<file path="config.mk">
export PLATFORM = sky130hd
export DESIGN_NAME = alu_seq
export DESIGN_NICKNAME = d
export VERILOG_FILES = /design/src/rtl/alu_seq_pkg.sv /design/src/rtl/alu_seq_muldiv.sv /design/src/rtl/alu_seq.sv
export SDC_FILE = /design/constraint.sdc
export NUM_CORES = 1
export LEC_CHECK = 0
export CORE_MARGIN = 3
export CORE_UTILIZATION = 55
export DETAILED_ROUTE_END_ITERATION = 12
export HOLD_SLACK_MARGIN = 0.03
export PLACE_DENSITY = 0.77
export SLEW_MARGIN = 10
export SYNTH_ARGS = -nofsm -noshare
export SYNTH_HDL_FRONTEND = slang
export SYNTH_SLANG_ARGS = --single-unit
</file>
<file path="constraint.sdc">
create_clock -name clock -period 4.2 [get_ports clock]
set_input_delay 0.42 -clock clock [delete_from_list [all_inputs] [get_ports clock]]
set_output_delay 0.42 -clock clock [all_outputs]
set_load 0.02 [all_outputs]
</file>
<file path="src/rtl/alu_seq_pkg.sv">
// Shared op codes, func bit indices and FSM encoding for the sequential ALU.
// The optional divider is controlled by ALU_SEQ_DIV_EN.
package alu_seq_pkg;

    localparam logic [2:0] OP_ADD  = 3'b000;
    localparam logic [2:0] OP_PAS1 = 3'b001;
    localparam logic [2:0] OP_SUB  = 3'b010;
    localparam logic [2:0] OP_PAS2 = 3'b011;
    localparam logic [2:0] OP_MLT  = 3'b100;
    localparam logic [2:0] OP_AND  = 3'b101;
    localparam logic [2:0] OP_OR   = 3'b110;
    localparam logic [2:0] OP_XOR  = 3'b111;

    localparam int FUNC_HI_BIT  = 0;
    localparam int FUNC_DIV_BIT = 1;

    typedef enum logic [1:0] {
        ST_IDLE = 2'd0,
        ST_ITER = 2'd1,
        ST_DONE = 2'd2
    } state_t;

endpackage

</file>
<file path="src/rtl/alu_seq_muldiv.sv">
// Iterative shift-add multiplier / restoring divider, one step per cycle.
// Divider step exists only when ALU_SEQ_DIV_EN is defined.
module alu_seq_muldiv #(
    parameter int WIDTH = 16,
    parameter int CNT_W = $clog2(WIDTH + 1)
) (
    input  logic             clock,
    input  logic             reset_n,
    input  logic             i_load,
    input  logic             i_run,
    input  logic             i_mode,
    input  logic [WIDTH-1:0] i_a,
    input  logic [WIDTH-1:0] i_b,
    output logic             o_last,
    output logic [WIDTH-1:0] o_hi_next,
    output logic [WIDTH-1:0] o_lo_next
);

    logic [WIDTH-1:0] r_hi;
    logic [WIDTH-1:0] r_lo;
    logic [WIDTH-1:0] r_opnd;
    logic [CNT_W-1:0] r_cnt;
    logic             r_mode;

    logic [WIDTH:0]   w_mul_sum;
    logic [WIDTH-1:0] w_mul_hi;
    logic [WIDTH-1:0] w_mul_lo;
    logic [WIDTH-1:0] w_div_hi;
    logic [WIDTH-1:0] w_div_lo;

    // {r_hi, r_lo} is the product shifting right; r_lo starts as the multiplier.
    assign w_mul_sum = {1'b0, r_hi} + (r_lo[0] ? {1'b0, r_opnd} : '0);
    assign w_mul_hi  = w_mul_sum[WIDTH:1];
    assign w_mul_lo  = {w_mul_sum[0], r_lo[WIDTH-1:1]};

`ifdef ALU_SEQ_DIV_EN
    logic [WIDTH:0]   w_shift;
    logic [WIDTH-1:0] w_div_sub;
    logic             w_ge;

    // r_hi is the partial remainder; dividend bits leave r_lo as quotient bits enter.
    // A zero divisor always subtracts nothing, yielding all-ones quotient and remainder = dividend.
    assign w_shift   = {r_hi, r_lo[WIDTH-1]};
    assign w_ge      = (w_shift >= {1'b0, r_opnd});
    assign w_div_sub = w_shift[WIDTH-1:0] - r_opnd;
    assign w_div_hi  = w_ge ? w_div_sub : w_shift[WIDTH-1:0];
    assign w_div_lo  = {r_lo[WIDTH-2:0], w_ge};
`else
    assign w_div_hi  = r_hi;
    assign w_div_lo  = r_lo;
`endif

    assign o_hi_next = r_mode ? w_div_hi : w_mul_hi;
    assign o_lo_next = r_mode ? w_div_lo : w_mul_lo;
    assign o_last    = (r_cnt == CNT_W'(WIDTH - 1));

    always_ff @(posedge clock) begin
        if (!reset_n) begin
            r_hi   <= '0;
            r_lo   <= '0;
            r_opnd <= '0;
            r_cnt  <= '0;
            r_mode <= 1'b0;
        end else if (i_load) begin
            r_hi   <= '0;
            r_lo   <= i_a;
            r_opnd <= i_b;
            r_cnt  <= '0;
            r_mode <= i_mode;
        end else if (i_run) begin
            r_hi   <= o_hi_next;
            r_lo   <= o_lo_next;
            r_cnt  <= r_cnt + 1'b1;
        end
    end

endmodule

</file>
<file path="src/rtl/alu_seq.sv">
// Multi-cycle ALU with start/busy/done handshake and registered outputs.
// Define ALU_SEQ_DIV_EN to make MLT with func[1]=1 perform a restoring divide.
module alu_seq
    import alu_seq_pkg::*;
#(
    parameter int WIDTH = 16,
    parameter int CNT_W = $clog2(WIDTH + 1)
) (
    input  logic             clock,
    input  logic             reset_n,
    input  logic             start,
    input  logic [2:0]       opr,
    input  logic [1:0]       func,
    input  logic [WIDTH-1:0] var1,
    input  logic [WIDTH-1:0] var2,
    output logic             busy,
    output logic             done,
    output logic [WIDTH-1:0] result,
    output logic [WIDTH-1:0] result_hi,
    output logic             sign,
    output logic             zero,
    output logic             div_by_zero
);

    state_t           r_state;
    state_t           w_state_next;
    logic [WIDTH-1:0] r_result;
    logic [WIDTH-1:0] r_result_hi;
    logic             r_sign;
    logic             r_zero;
    logic             r_div_by_zero;
    logic             r_func_hi;

    logic             w_accept;
    logic             w_multi;
    logic             w_last;
    logic [WIDTH-1:0] w_hi_next;
    logic [WIDTH-1:0] w_lo_next;
    logic [WIDTH-1:0] w_final_res;
    logic [WIDTH-1:0] w_single_res;
    logic             w_single_sign;

    assign w_accept = (r_state == ST_IDLE) && start;

`ifdef ALU_SEQ_DIV_EN
    logic r_func_div;
    logic r_b_zero;
    assign w_multi     = (opr == OP_MLT);
    assign w_final_res = (r_func_div || !r_func_hi) ? w_lo_next : w_hi_next;
`else
    assign w_multi     = (opr == OP_MLT) && !func[FUNC_DIV_BIT];
    assign w_final_res = r_func_hi ? w_hi_next : w_lo_next;
`endif

    alu_seq_muldiv #(
        .WIDTH (WIDTH),
        .CNT_W (CNT_W)
    ) u_muldiv (
        .clock     (clock),
        .reset_n   (reset_n),
        .i_load    (w_accept),
        .i_run     (r_state == ST_ITER),
        .i_mode    (func[FUNC_DIV_BIT]),
        .i_a       (var1),
        .i_b       (var2),
        .o_last    (w_last),
        .o_hi_next (w_hi_next),
        .o_lo_next (w_lo_next)
    );

    // Single-cycle ops; MLT lands here only as the disabled divide, which yields zeros.
    always_comb begin
        w_single_res  = '0;
        w_single_sign = 1'b0;
        case (opr)
            OP_ADD:  {w_single_sign, w_single_res} = {1'b0, var1} + {1'b0, var2};
            OP_SUB:  {w_single_sign, w_single_res} = {1'b0, var1} - {1'b0, var2};
            OP_PAS1: w_single_res = var1;
            OP_PAS2: w_single_res = var2;
            OP_AND:  w_single_res = var1 & var2;
            OP_OR:   w_single_res = var1 | var2;
            OP_XOR:  w_single_res = var1 ^ var2;
            default: w_single_res = '0;
        endcase
    end

    always_comb begin
        w_state_next = r_state;
        case (r_state)
            ST_IDLE: if (start) w_state_next = w_multi ? ST_ITER : ST_DONE;
            ST_ITER: if (w_last) w_state_next = ST_DONE;
            ST_DONE: w_state_next = ST_IDLE;
            default: w_state_next = ST_IDLE;
        endcase
    end

    always_ff @(posedge clock) begin
        if (!reset_n) begin
            r_state       <= ST_IDLE;
            r_result      <= '0;
            r_result_hi   <= '0;
            r_sign        <= 1'b0;
            r_zero        <= 1'b0;
            r_div_by_zero <= 1'b0;
            r_func_hi     <= 1'b0;
`ifdef ALU_SEQ_DIV_EN
            r_func_div    <= 1'b0;
            r_b_zero      <= 1'b0;
`endif
        end else begin
            r_state <= w_state_next;
            if (w_accept) begin
                r_div_by_zero <= 1'b0;
                r_func_hi     <= func[FUNC_HI_BIT];
`ifdef ALU_SEQ_DIV_EN
                r_func_div    <= func[FUNC_DIV_BIT];
                r_b_zero      <= (var2 == '0);
`endif
                if (!w_multi) begin
                    r_result    <= w_single_res;
                    r_result_hi <= '0;
                    r_sign      <= w_single_sign;
                    r_zero      <= (w_single_res == '0);
                end
            end else if (r_state == ST_ITER && w_last) begin
                // Final step's values are taken straight from the datapath.
                r_result    <= w_final_res;
                r_result_hi <= w_hi_next;
                r_sign      <= 1'b0;
                r_zero      <= (w_final_res == '0);
`ifdef ALU_SEQ_DIV_EN
                r_div_by_zero <= r_func_div && r_b_zero;
`endif
            end
        end
    end

    assign busy        = (r_state == ST_ITER);
    assign done        = (r_state == ST_DONE);
    assign result      = r_result;
    assign result_hi   = r_result_hi;
    assign sign        = r_sign;
    assign zero        = r_zero;
    assign div_by_zero = r_div_by_zero;

endmodule

</file>
==> results of run 1 <==
## layer usage
metal | vias up | global-route usage | wire [µm]
met3 | 34 | 0.0493 | 1800
met5 | - | 0 | 0
met2 | 334 | 0.480 | 10800
li1 | 3754 | - | -
met4 | 0 | 0.0722 | 497
met1 | 3663 | 0.401 | 10400
## power by group
part	internal (mW)	switching, mW	leakage [nW]
Clock	0.411	0.321	0.132
Sequential	0.903	0.0341	0.743
Combinational	0.303	0.426	2.90
## logic make-up after synthesis
group	share of synthesized area
simple gates	0.203
compound gates	0.262
buf+inv	0.0677
flops	0.236
fa+ha+maj	0.120
mux	0.0848
xor+xnor	0.0261
other cells	0.000487
## per-stage QoR
| stage | util | cell area (µm²) | setup WS (ns) |
|---|---|---|---|
| floorplan | - | 7710 | 0.879 |
| global placement | 0.647 | 8700 | 0.139 |
| detailed placement | 0.647 | 8700 | 0.177 |
| CTS | 0.666 | 8960 | 0.397 |
| global route | 0.666 | 8960 | 0.0454 |
| finish | 0.666 | 8960 | 0.346 |
## layout by cell type (no fill, tap or decap), types with 6 or more instances in the layout
cell type        count
o211ai_1             9
or3_1                7
mux2_2              11
nand2_1            103
mux4_2               7
o22ai_1             13
and3_1               7
nor3_1              29
dfxtp_1             90
nor2_1             113
and2_1              20
nor2b_1              8
inv_1               55
nor4_1               8
clkdlybuf4s50_1     73
a21oi_1             92
a31oi_1              9
a22oi_1             17
a221oi_1             6
xnor2_1             14
xor2_1               9
a21o_1              12
ha_1                69
o21ai_0             39
o31ai_1             11
a211oi_1            21
clkbuf_16            9
o221a_2              8
o21ai_1             10
nand3_1             11
buf_4               44
mux2i_1             36
nand2b_1            11
## how the worst max path moves through the flow
stage                     endpoint
after floorplan               zero
after global routing          zero
after detailed placement      zero
final                         zero
after CTS                     zero
after global placement        zero
## worst max-delay path, cell delays in order, from the launching register on
cell and delay, ns:
dfxtp_1 0.31, and2_1 0.16, ha_1 0.25, fa_1 0.48
a211o_1 0.30, a211oi_1 0.30, o21ai_1 0.17, a31oi_1 0.36
o21ai_1 0.15, xor2_1 0.16, mux2i_1 0.32, mux2i_1 0.18
or4_4 0.55, o211ai_2 0.08
## sequential cells by signal, indices dropped and copies added (netlist names)
name	flops
r_func_hi	1
r_state	2
result	16
result_hi	16
sign	1
u_muldiv.r_cnt	5
u_muldiv.r_hi	16
u_muldiv.r_lo	16
u_muldiv.r_mode	1
u_muldiv.r_opnd	16
zero	1
## final cells by class
| cell class | instances | area share |
|---|---|---|
| clock inverters | 3 | 0.00168 |
| inverters | 59 | 0.0247 |
| clock buffers | 12 | 0.0275 |
| well taps | 176 | 0.0246 |
| multi-input cells | 792 | 0.599 |
| repair buffers | 119 | 0.120 |
| flip-flops and latches | 91 | 0.203 |
==> impl_results.md, run 1 <==
- Largest net degree at the start of global routing: 69
- R2r endpoint: zero
- Post-Syn Nets: 1122
- Worst-Skew Late Latency: 0.34 ns
- Register clock-pin slew on the reported worst setup and hold paths: 0.06 ns
- Endpoints failing hold: 0
- Worst reg-to-reg setup slack: 0.35 ns
- First-pass detailed-route iteration total: 6
- Placed cells: 1237
- TritonCTS Buffers: 9
- Die Y: 124 µm
- Slew HR: 0.217
- CP Class: reg -> reg
- Area of the multi-input gates: 5370 µm²
- Initial Util: 0.573
- Register-to-Register Path Depth: 13
- Overall Global Routing Usage: 0.293
- Worst-case clock buffer depth: 2
- Share of layout cells above drive strength 1: 0.0967
- FFs w/ async S/R, synth: 0
- Fillcell total: 1185
- YS warnings: 0
- Vias per std cell: 6.22
- Layout area overhead: 16.3%
- Max Freq: 0.260 GHz
- Hold WC Path Type: reg -> reg
- Post-synth EDFFs: 0
- Num rows: 42
- DR iter-0 viols: 806
- LEAKAGE: 3.77 nW
- Total setup buffers inserted after CTS: 0
- Post-Synthesis Cells: 1010
- P per Cell Area: 268 nW/µm²
- Worst EP arrival: 4.12 ns
- Max-cap violations: 0
- CTS tree: done
- Post-cts repair resize count: 0
- # setup viols final: 0
- Remaining global-route overflow: 0
- Drt total wl: 23500 µm
- Nets: 1184
- Final Non-Filler Cells: 1252
- Antenna-violating nets left: 0
- Outcome: finished, final reports clean
- Vias in the first global route: 7351
- Max Clock Skew: 0.00994 ns
- Final period util: 0.918
- Count leader, synth: nor2_1
- Final Max Tran Viols: 0
- Worst-Margin Slew: 1.17 ns
- Cell Area, Synth: 7710 µm²
- CP max FO: 3
- DRC violations left: 0
- Synth cell types: 82
- DP Wirelength: 17400 µm
- Sinks on Clock Net: 91
- Design Power: 2.40 mW
- Reg2reg start: u_muldiv.r_lo[0]
- Initial antenna violation count: 0
- I/O pin total: 77
- Maximum VDD drop: 0.238 mV
- Unrepaired setup endpoints after global routing: false
- Die span in x: 124 µm
- Sum of negative setup slack: 0 ns
- Worst Setup Start Kind: register
- First-pass GRT wire length: 37600 µm
- Critical Path Start: u_muldiv.r_lo[0]
- Period minus WS final: 3.85 ns
- Clock root cell: clkbuf_16
- Synth top area share: 0.236
- Hold Crit Endpoint: u_muldiv.r_opnd[11]
- Hold Crit Start: u_muldiv.r_opnd[11]
- Via count: 7785
- # diodes: 0
- Worst Setup End Kind: register
- Min Hold Slack: 0.448 ns
- H-Tree Level Count: 3
- Register Area: 1820 µm²
- Sequential area share after synthesis: 0.236
- Hold Path Cell Cnt: 2
- Routed len/inst: 18.8 µm
- # hold bufs at CTS: 0
- CP Data Required Time: 4.47 ns
- Core area: 13500 µm²
- Yosys reg bits: 91
- Syn Area/Cell: 7.63 µm²
- Synth top cells by count: 114 x nor2_1, 103 x nand2_1, 92 x a21oi_1, 91 x dfxtp_1, 69 x ha_1
- Routability cong.: 0.953
- Die ar.: 15500 µm²
- Top_reg_cell synth: dfxtp_1
- Synth area leader: dfxtp_1
- Synth area leaders: dfxtp_1 24%, ha_1 11%, a21oi_1 6.0%
- Port Buf Inserts: 75
No activity file was read; power rests on OpenSTA's default activity.
==> run 2: changes to the inputs <==
--- a/config.mk
+++ b/config.mk
@@ -6,10 +6,9 @@
 export NUM_CORES = 1
 export LEC_CHECK = 0
 export CORE_MARGIN = 3
-export CORE_UTILIZATION = 55
+export CORE_UTILIZATION = 25
 export DETAILED_ROUTE_END_ITERATION = 12
 export HOLD_SLACK_MARGIN = 0.03
-export PLACE_DENSITY = 0.77
 export SLEW_MARGIN = 10
 export SYNTH_ARGS = -nofsm -noshare
 export SYNTH_HDL_FRONTEND = slang
==> impl_results.md, run 2 (synthesis results as in run 1) <==
- Worst-Skew Late Latency: 0.35 ns (was 0.34 ns)
- I/O pin total: 77 (unchanged)
- Initial Util: 0.257 (was 0.573)
- Endpoints failing hold: 0 (unchanged)
- DP Wirelength: 20500 µm (was 17400 µm)
- Post-cts repair resize count: 0 (unchanged)
- Port Buf Inserts: 75 (unchanged)
- CP Class: reg -> reg (unchanged)
- CTS tree: done (unchanged)
- Core area: 30000 µm² (was 13500 µm²)
- TritonCTS Buffers: 9 (unchanged)
- Die Y: 182 µm (was 124 µm)
- Drt total wl: 26700 µm (was 23500 µm)
- Vias in the first global route: 7500 (was 7351)
- R2r endpoint: zero (unchanged)
- Worst-Margin Slew: 1.01 ns (was 1.17 ns)
- Remaining global-route overflow: 0 (unchanged)
- First-pass detailed-route iteration total: 5 (was 6)
- CP endpoint: zero (unchanged)
- Initial antenna violation count: 0 (unchanged)
- Num rows: 63 (was 42)
- Sum of negative setup slack: 0 ns (unchanged)
- LEAKAGE: 3.84 nW (was 3.77 nW)
- Max Clock Skew: 0.0134 ns (was 0.00994 ns)
- DRC violations left: 0 (unchanged)
- Overall Global Routing Usage: 0.159 (was 0.293)
- Clock root cell: clkbuf_16 (unchanged)
- Slew HR: 0.323 (was 0.217)
- Worst-case clock buffer depth: 2 (unchanged)
- Routability cong.: 0.953 (about the same)
- Unrepaired setup endpoints after global routing: false (unchanged)
- Register clock-pin slew on the reported worst setup and hold paths: 0.07 ns (was 0.06 ns)
- Antenna-violating nets left: 0 (unchanged)
- Die ar.: 33000 µm² (was 15500 µm²)
- Max Freq: 0.261 GHz (was 0.260 GHz)
- Hold WC Path Type: reg -> reg (unchanged)
- Period minus WS final: 3.83 ns (was 3.85 ns)
- Outcome: finished, final reports clean (unchanged)
- Design Power: 2.52 mW (was 2.40 mW)
- First-pass GRT wire length: 42200 µm (was 37600 µm)
- Via count: 7722 (was 7785)
- Total setup buffers inserted after CTS: 0 (unchanged)
- Layout area overhead: 21.2% (was 16.3%)
- # setup viols final: 0 (unchanged)
- Sinks on Clock Net: 91 (unchanged)
- Nets: 1191 (was 1184)
- H-Tree Level Count: 3 (unchanged)
- Largest net degree at the start of global routing: 52 (was 69)
- CP Data Required Time: 4.48 ns (was 4.47 ns)
- Most frequent cells in the layout: 112 x nor2_1, 103 x nand2_1, 92 x a21oi_1 (was 113 x nor2_1, 103 x nand2_1, 92 x a21oi_1)
- CP max FO: 3 (unchanged)
- Share of layout cells above drive strength 1: 0.105 (was 0.0967)
- Max-cap violations: 0 (unchanged)
- Most common cell after layout, fill and taps aside: nor2_1 (unchanged)
- Final period util: 0.911 (was 0.918)
- Final Max Tran Viols: 0 (unchanged)
- Maximum VDD drop: 0.165 mV (was 0.238 mV)
- # hold bufs at CTS: 0 (unchanged)
- Critical Path Start: u_muldiv.r_lo[0] (unchanged)
- DR iter-0 viols: 779 (was 806)
- Worst EP arrival: 4.11 ns (was 4.12 ns)
- P per Cell Area: 270 nW/µm² (was 268 nW/µm²)
- # diodes: 0 (unchanged)
- Worst reg-to-reg setup slack: 0.37 ns (was 0.35 ns)
- Vias per std cell: 5.24 (was 6.22)
- Reg2reg start: u_muldiv.r_lo[0] (unchanged)
- Routed len/inst: 18.1 µm (was 18.8 µm)
- Register-to-Register Path Depth: 14 (was 13)
- Worst Setup Start Kind: register (unchanged)
- Worst Setup End Kind: register (unchanged)
- Die span in x: 182 µm (was 124 µm)
run 2: cell types whose count changed in the layout (fill, tap and decap cells not counted), sizes merged:
cell / delta
buf: +7
bufinv: +1
run 2: metal layers:
layer	up-vias	wire, µm	GRT usage
li1	3776	-	-
met1	3656	12700	0.226
met2	262	11900	0.251
met3	28	1610	0.0230
met4	0	498	0.0393
met5	-	0	0
run 2: worst min-delay path by stage:
| stage | start | endpoint | cells past startpoint |
|---|---|---|---|
| after floorplan | u_muldiv.r_opnd[0] | u_muldiv.r_opnd[0] | 2 |
| after global placement | u_muldiv.r_opnd[0] | u_muldiv.r_opnd[0] | 2 |
| after detailed placement | u_muldiv.r_opnd[8] | u_muldiv.r_opnd[8] | 2 |
| after CTS | u_muldiv.r_opnd[8] | u_muldiv.r_opnd[8] | 2 |
| after global routing | u_muldiv.r_opnd[14] | u_muldiv.r_opnd[14] | 2 |
| final | u_muldiv.r_opnd[8] | u_muldiv.r_opnd[8] | 2 |
run 2: layout make-up:
class	count	area, µm²
Fill cell	3196	20700
Timing Repair Buffer	126	1140
Tap cell	390	488
Clock inverter	4	48.8
Multi-Input combinational cell	792	5370
Clock buffer	12	256
Sequential cell	91	1820
Inverter	59	221
run 2: through the flow:
stage | worst slack, ns | std cells | util | hold WS, ns | area (µm²)
floorplan | 0.879 | 1010 | - | 0.432 | 7710
global placement | 0.139 | 1458 | 0.301 | 0.441 | 9040
detailed placement | 0.105 | 1458 | 0.301 | 0.444 | 9040
CTS | 0.414 | 1474 | 0.311 | 0.452 | 9340
global route | 0.107 | 1474 | 0.311 | 0.479 | 9340
finish | 0.373 | 1474 | 0.311 | 0.452 | 9340
run 2: worst max-delay path: stages (launching register included):
cell and delay, ns:
dfxtp_1 0.31, and2_1 0.15, ha_1 0.21, fa_1 0.45, a21o_1 0.20, a211o_1 0.29, a22o_1 0.24, mux2_2 0.29
nor3_1 0.31, nand4bb_1 0.17, a2111oi_0 0.34, buf_4 0.19, nand4bb_1 0.11, or4_4 0.43, o211ai_2 0.08
run 2: where the power goes:
part | leakage [nW] | switching (mW) | total, mW | internal, mW
combinational | 2.94 | 0.435 | 0.746 | 0.311
sequential | 0.743 | 0.0391 | 0.941 | 0.902
clock | 0.153 | 0.339 | 0.832 | 0.493
total | 3.84 | 0.813 | 2.52 | 1.71
